### config.mk
export PLATFORM = sky130hd
export DESIGN_NAME = vga_scanout
export DESIGN_NICKNAME = d
export VERILOG_FILES = /design/src/rtl/vga_defs.sv /design/src/rtl/vga_timing_counter.sv /design/src/rtl/vga_scanout.sv
export SDC_FILE = /design/constraint.sdc
export NUM_CORES = 1
export LEC_CHECK = 0
export ABC_AREA = 1
export CORE_MARGIN = 3
export CORE_UTILIZATION = 45
export DETAILED_ROUTE_END_ITERATION = 10
export PLACE_DENSITY = 0.74
export SYNTH_ARGS = -nofsm -noshare
export SYNTH_HDL_FRONTEND = slang
export SYNTH_SLANG_ARGS = --single-unit
### constraint.sdc
create_clock -name Clock -period 2.25 [get_ports Clock]
set_input_delay 0.5625 -clock Clock [delete_from_list [all_inputs] [get_ports Clock]]
set_output_delay 0.5625 -clock Clock [all_outputs]
set_load 0.05 [all_outputs]
### src/rtl/vga_defs.sv
`default_nettype none
// +----------------------------------------------------------------------+
// | Package    : vga_defs                                                |
// | Description: 640x480@60 Hz timing constants and the 3-bit RGB pixel  |
// |              layout shared with the MiniAlu VGA frame-buffer writer. |
// | Revision   : 1.0 - initial release                                   |
// +----------------------------------------------------------------------+
package vga_defs;

  // Horizontal timing, in pixels
  localparam int DEF_H_ACTIVE = 640;
  localparam int DEF_H_FP     = 16;
  localparam int DEF_H_SYNC   = 96;
  localparam int DEF_H_BP     = 48;
  localparam int H_TOTAL      = DEF_H_ACTIVE + DEF_H_FP + DEF_H_SYNC + DEF_H_BP;

  // Vertical timing, in lines
  localparam int DEF_V_ACTIVE = 480;
  localparam int DEF_V_FP     = 10;
  localparam int DEF_V_SYNC   = 2;
  localparam int DEF_V_BP     = 33;
  localparam int V_TOTAL      = DEF_V_ACTIVE + DEF_V_FP + DEF_V_SYNC + DEF_V_BP;

  // Sync windows (inclusive bounds) for the default mode
  localparam int H_SYNC_START = DEF_H_ACTIVE + DEF_H_FP;
  localparam int H_SYNC_END   = H_SYNC_START + DEF_H_SYNC - 1;
  localparam int V_SYNC_START = DEF_V_ACTIVE + DEF_V_FP;
  localparam int V_SYNC_END   = V_SYNC_START + DEF_V_SYNC - 1;

  // Pixel word layout written by the VGA instruction
  localparam int RGB_R_BIT = 2;
  localparam int RGB_G_BIT = 1;
  localparam int RGB_B_BIT = 0;

  typedef logic [2:0] rgb_t;

endpackage
`default_nettype wire

### src/rtl/vga_timing_counter.sv
`default_nettype none
// +----------------------------------------------------------------------+
// | Module     : vga_timing_counter                                      |
// | Description: One axis of the raster: counts 0..TOTAL-1 when enabled  |
// |              and decodes active area, active-low sync and wrap.      |
// | Revision   : 1.0 - initial release                                   |
// +----------------------------------------------------------------------+
module vga_timing_counter #(
  parameter int ACTIVE = 640,
  parameter int FP     = 16,
  parameter int SYNC   = 96,
  parameter int BP     = 48,
  parameter int WIDTH  = $clog2(ACTIVE + FP + SYNC + BP)
) (
  input  logic             clk_i,
  input  logic             rst_ni,
  input  logic             en_i,
  output logic [WIDTH-1:0] count_o,
  output logic             active_o,
  output logic             sync_n_o,
  output logic             wrap_o
);

  localparam int TOTAL      = ACTIVE + FP + SYNC + BP;
  localparam int SYNC_START = ACTIVE + FP;
  localparam int SYNC_END   = ACTIVE + FP + SYNC - 1;

  logic [WIDTH-1:0] count_q;
  logic [WIDTH-1:0] count_d;

  // Next count: restart after the last position, otherwise step by one
  always_comb begin
    count_d = count_q + WIDTH'(1);
    if (wrap_o) begin
      count_d = '0;
    end
  end

  // Position register, advances only when enabled
  always_ff @(posedge clk_i or negedge rst_ni) begin
    if (!rst_ni) begin
      count_q <= '0;
    end else if (en_i) begin
      count_q <= count_d;
    end
  end

  assign count_o  = count_q;
  assign wrap_o   = (count_q == WIDTH'(TOTAL - 1));
  assign active_o = (count_q < WIDTH'(ACTIVE));
  assign sync_n_o = !((count_q >= WIDTH'(SYNC_START)) && (count_q <= WIDTH'(SYNC_END)));

endmodule
`default_nettype wire

### src/rtl/vga_scanout.sv
`default_nettype none
// +----------------------------------------------------------------------+
// | Module     : vga_scanout                                             |
// | Description: Scans the 3-bit RGB frame buffer out to the VGA pins.   |
// |              Issues linear read addresses, captures the pixel one    |
// |              tick later and drives RGB/sync/active from one pipeline |
// |              stage so every output refers to the same pixel.         |
// | Revision   : 1.0 - initial release                                   |
// +----------------------------------------------------------------------+
module vga_scanout
  import vga_defs::*;
#(
  parameter int CLK_DIV    = 2,
  parameter int ADDR_WIDTH = 24,
  parameter int H_ACTIVE   = DEF_H_ACTIVE,
  parameter int H_FP       = DEF_H_FP,
  parameter int H_SYNC     = DEF_H_SYNC,
  parameter int H_BP       = DEF_H_BP,
  parameter int V_ACTIVE   = DEF_V_ACTIVE,
  parameter int V_FP       = DEF_V_FP,
  parameter int V_SYNC     = DEF_V_SYNC,
  parameter int V_BP       = DEF_V_BP
) (
  input  logic                  Clock,
  input  logic                  Reset,
  output logic [ADDR_WIDTH-1:0] oReadAddress,
  input  logic [2:0]            iPixelData,
  output logic                  VGA_RED,
  output logic                  VGA_GREEN,
  output logic                  VGA_BLUE,
  output logic                  VGA_HSYNC,
  output logic                  VGA_VSYNC,
  output logic                  oActive,
  output logic                  oFrameStart
);

  localparam int H_TOT = H_ACTIVE + H_FP + H_SYNC + H_BP;
  localparam int V_TOT = V_ACTIVE + V_FP + V_SYNC + V_BP;
  localparam int H_W   = $clog2(H_TOT);
  localparam int V_W   = $clog2(V_TOT);
  localparam int DIV_W = $clog2(CLK_DIV);

  // Pixel-rate divider
  logic [DIV_W-1:0] div_q;
  logic [DIV_W-1:0] div_d;
  logic             tick;

  // Raster position
  logic [H_W-1:0] h_count;
  logic [V_W-1:0] v_count;
  logic           h_active, h_sync_n, h_wrap;
  logic           v_active, v_sync_n, v_wrap;
  logic           v_en;
  logic           pix_active;
  logic           last_active_px;
  logic           at_origin;

  // Frame-buffer address counter
  logic [ADDR_WIDTH-1:0] addr_q;
  logic [ADDR_WIDTH-1:0] addr_d;

  // Output pipeline stage
  rgb_t rgb_q,    rgb_d;
  logic hsync_q,  hsync_d;
  logic vsync_q,  vsync_d;
  logic active_q, active_d;
  logic fstart_q, fstart_d;

  assign tick = (div_q == DIV_W'(CLK_DIV - 1));

  // Divider next state: wrap to zero on the pixel tick
  always_comb begin
    div_d = div_q + DIV_W'(1);
    if (tick) begin
      div_d = '0;
    end
  end

  // Divider register, free-running
  always_ff @(posedge Clock or negedge Reset) begin
    if (!Reset) begin
      div_q <= '0;
    end else begin
      div_q <= div_d;
    end
  end

  vga_timing_counter #(
    .ACTIVE (H_ACTIVE),
    .FP     (H_FP),
    .SYNC   (H_SYNC),
    .BP     (H_BP),
    .WIDTH  (H_W)
  ) u_h_counter (
    .clk_i    (Clock),
    .rst_ni   (Reset),
    .en_i     (tick),
    .count_o  (h_count),
    .active_o (h_active),
    .sync_n_o (h_sync_n),
    .wrap_o   (h_wrap)
  );

  assign v_en = tick & h_wrap;

  vga_timing_counter #(
    .ACTIVE (V_ACTIVE),
    .FP     (V_FP),
    .SYNC   (V_SYNC),
    .BP     (V_BP),
    .WIDTH  (V_W)
  ) u_v_counter (
    .clk_i    (Clock),
    .rst_ni   (Reset),
    .en_i     (v_en),
    .count_o  (v_count),
    .active_o (v_active),
    .sync_n_o (v_sync_n),
    .wrap_o   (v_wrap)
  );

  assign pix_active     = h_active & v_active;
  assign at_origin      = (h_count == '0) && (v_count == '0);
  assign last_active_px = (h_count == H_W'(H_ACTIVE - 1)) && (v_count == V_W'(V_ACTIVE - 1));

  // Address next state: step through active pixels, park on the last one,
  // and restart with the raster so no multiplier is needed for y*width+x
  always_comb begin
    addr_d = addr_q;
    if (h_wrap && v_wrap) begin
      addr_d = '0;
    end else if (pix_active && !last_active_px) begin
      addr_d = addr_q + ADDR_WIDTH'(1);
    end
  end

  // Address register, updated on pixel ticks
  always_ff @(posedge Clock or negedge Reset) begin
    if (!Reset) begin
      addr_q <= '0;
    end else if (tick) begin
      addr_q <= addr_d;
    end
  end

  // Output stage next state: the RAM word for the current position has
  // arrived by the tick, so capture it together with that position's timing
  always_comb begin
    rgb_d    = pix_active ? iPixelData : 3'b000;
    hsync_d  = h_sync_n;
    vsync_d  = v_sync_n;
    active_d = pix_active;
    fstart_d = tick & at_origin;
  end

  // Output registers; frame-start is a single-clock pulse so it is not tick gated
  always_ff @(posedge Clock or negedge Reset) begin
    if (!Reset) begin
      rgb_q    <= 3'b000;
      hsync_q  <= 1'b1;
      vsync_q  <= 1'b1;
      active_q <= 1'b0;
      fstart_q <= 1'b0;
    end else begin
      fstart_q <= fstart_d;
      if (tick) begin
        rgb_q    <= rgb_d;
        hsync_q  <= hsync_d;
        vsync_q  <= vsync_d;
        active_q <= active_d;
      end
    end
  end

  assign oReadAddress = addr_q;
  assign VGA_RED      = rgb_q[RGB_R_BIT];
  assign VGA_GREEN    = rgb_q[RGB_G_BIT];
  assign VGA_BLUE     = rgb_q[RGB_B_BIT];
  assign VGA_HSYNC    = hsync_q;
  assign VGA_VSYNC    = vsync_q;
  assign oActive      = active_q;
  assign oFrameStart  = fstart_q;

endmodule
`default_nettype wire

==> metrics.md <==
| Metric | Value |
|---|---|
| Wire length per cell | 13.4 um |
| Worst-skew pair later-pin latency | 0.31 ns |
| Hold WS | roughly 0.23 ns |
| Peak supply drop | 0.249 mV |
| First-pass GRT wire length | about 13000 um |
| Pint | 1230 uW |
| Synth Warn # | 0 |
| GRT Residual Overflow | 0 |
| Async SR Flop Fraction | 1.00 |
| Worst Max-Slew Pin Slew | 0.511 ns |
| Remaining DRCs | 0 |
| Total track usage | 0.187 |
| Antenna Violating Nets Remaining | 0 |
| Slew HR | 0.659 |
| Pre-Repair DR Iteration Count | 5 |
| Initial Util | 0.467 |
| Crit path buf inv count | 1 |
| Die Wd | 90.2 um |
| Cell variety after synth | 37 |
| Fill cells | 680 |
| Combinational share of power | 0.029 |
| Clock skew | 0.0104 ns |
| Register Area | 1300 um2 |
| Clock power share | 0.373 |
| Seq cells post-synth | 52 |
| Status | complete, no violations |
| Io pins | 36 |
| Final worst slack | roughly 0.06 ns |
| Area delta synth->final | 17.4% |
| Clock root buffer | clkbuf_8 |
| Port bufs | 35 |
| Hold buffers post-CTS | 0 |
| Top delay family on crit path | buffers and inverters |
| Crit. End Element | output pin |
| Avg Inst Size Synth | 7.50 um2 |
| Core Region | 6830 um2 |
| Sequential share of power | 0.598 |
| CP max FO | 6 |
| PwrDens | 418 nW/um2 |
| Tmin final | 2.19 ns |
| Switching share of power | 0.218 |
| Nets | ~480 |
| Area taken by multi-input logic gates | 1650 um2 |
| Final worst-path cycle share | 0.973 |
| Yosys top cell by area | dfrtp_1 |
| Synth Flop Type | dfrtp_1 |
| Final setup fails | 0 |
| Via count of the first global-routing pass | 2749 |
| Post-synth top area share | 0.392 |
| Lkg Pwr | approximately 0.0016 uW |
| Mapped Area | between 3000 and 4000 um2 |
| Antenna diode count | 0 |
| Clk buf depth | 2 |
| Req. time, crit path | between 1.5 and 2 ns |
| Initial antenna violation count | 0 |
| Fin. max-slew vios | 0 |
| Worst-path clk slew | around 0.10 ns |
| Setup CP Type | reg2out |
| Unrepaired setup endpoints after global routing | false |
| Largest stage delay, worst path | roughly 0.85 ns |
| Share of layout cells above drive strength 1 | 0.112 |
| Setup crit start kind | flip-flop |
| Synthesized net count | between 400 and 500 |
| Via/cell ratio | roughly 5.2 |
| Crit path cell chain | clkdlybuf4s50_1 |
| F_max | 0.457 GHz |
| Overall via count from detail_route | 2931 |
| Sequential fraction of the synthesis area | 0.408 |
| Post-Syn Instances | ~430 |
| Area contributors post-synth | dfrtp_1 39%, nand2_1 13%, nor2_1 5.9% |
| Clock sinks | between 50 and 60 |
| Die Area | 8140 um2 |
| H-tree Lvls | 2 |
| Slowest CP cell | clkdlybuf4s50_1 |
| HP Class | in2async |
| Fin. Hold Viols | 0 |
| Drt first-iter violations | 149 |
| Routed wire length | 7540 um |
| Detailed placement HPWL | about 5500 um |
| Gpl congestion | approximately 0.90 |
| Die height | 90.2 um |
| WP data arrival | 1.63 ns |
| PostCTS Resize Cnt | 0 |
| DP Worst Slack | 0.133 ns |
| Largest net degree at the start of global routing | 53 |
| FP Rows | 30 |
| Max Cap Violations | 0 |
| CTS tree | built |
| Post-CTS Setup Inserts | 0 |
| Total CTS buffers | 5 |
| Post-synth EDFFs | 0 |
| P_sw | 342 uW |
| Setup tns final | 0 ns |
-- worst paths after layout --
path                                   startpoint                to  slack (ns)  depth (start not counted)
max in group asynchronous                   Reset         VGA_HSYNC        1.72                          2
max reg2reg                u_h_counter.count_o[7]  oReadAddress[23]        0.26                          6
max                              oReadAddress[16]  oReadAddress[16]        0.06                          1
min reg2reg                              rgb_q[0]          rgb_q[0]        0.49                          2
min in group Clock                       rgb_q[0]          rgb_q[0]        0.49                          2
min                                         Reset   oReadAddress[5]        0.23                          2
-- cells in the final DEF (no fill, tap or decap), types with 9 or more instances in the layout --
| cell type | count |
|---|---|
| nor3_1 | 15 |
| dfrtp_1 | 50 |
| clkdlybuf4s50_1 | 29 |
| o21ai_2 | 9 |
| nand4_1 | 11 |
| xor2_1 | 11 |
| nand3_1 | 35 |
| nand2_1 | 111 |
| nor2_1 | 50 |
| o21ai_0 | 19 |
| inv_1 | 48 |
-- power groups by stage --
| stage | clock (uW) | combinational (uW) | sequential [uW] |
|---|---|---|---|
| 6_report | 585 | 45.4 | 938 |
| 5_1_grt | 640 | 51.0 | 939 |
| 4_1_cts | 599 | 47.6 | 938 |
| 3_5_place_dp | 0 | 47.5 | 956 |
| 3_3_place_gp | 0 | 47.3 | 956 |
| 2_1_floorplan | 0 | 1.94 | 967 |
-- state kept, by name (all words and copies together) (netlist names) --
name and flops:
VGA_HSYNC 1, VGA_VSYNC 1, div_q 1, oActive 1
oFrameStart 1, oReadAddress 24, rgb_q 3, u_h_counter.count_o 10
u_v_counter.count_o 10
-- stage by stage --
step                area [um2]  utilization  cells  power, uW
global route              3750        0.549    562       1630
finish                    3750        0.549    562       1570
global placement          3630        0.532    554       1000
floorplan                 3190            -    426        968
detailed placement        3630        0.532    554       1000
CTS                       3730        0.546    561       1580
-- area by class of cell --
type / instances / share of cell area
multi-input combinational: 317 / 0.440
sequential: 52 / 0.348
timing repair buffer: 38 / 0.102
inverter: 52 / 0.0521
tap: 96 / 0.0321
clock buffer: 7 / 0.0257
-- synth_stat cells (2+ instances only) --
cell type	n
a31oi_1	2
dfrtp_1	50
o21ai_2	9
and2_1	2
nand2_2	4
xor2_1	11
o21ai_1	7
nor2_4	6
or2_2	4
nor2_2	4
nand3_1	35
dfstp_2	2
o21ai_0	19
xnor2_1	4
inv_2	4
nand2_1	111
nand4_1	11
inv_1	48
nor2_1	50
ha_1	5
nor3_1	15
buf_6	4
a21oi_1	4
nand3b_1	2
-- routing by layer --
metal  share of wire  up-vias  GRT usage
li1                -     1450          -
met1            0.45     1360      0.253
met2            0.48      108      0.307
met3           0.059       13     0.0360
met4           0.013        0     0.0510
met5               0        -          0
-- cell families (layout without fill, tap and decap cells) --
| group | after synthesis | after routing | share of synthesized area |
|---|---|---|---|
| buffers and inverters | 58 | 97 | 0.0788 |
| AND/OR/NAND/NOR | 251 | 252 | 0.367 |
| XOR/XNOR | 15 | 15 | 0.0411 |
| flip-flops | 52 | 52 | 0.408 |
| adder cells (fa/ha/maj) | 5 | 5 | 0.0196 |
| AO/OA/AOI/OAI | 45 | 45 | 0.0854 |
Note: power is estimated with default switching activity, not from simulation.
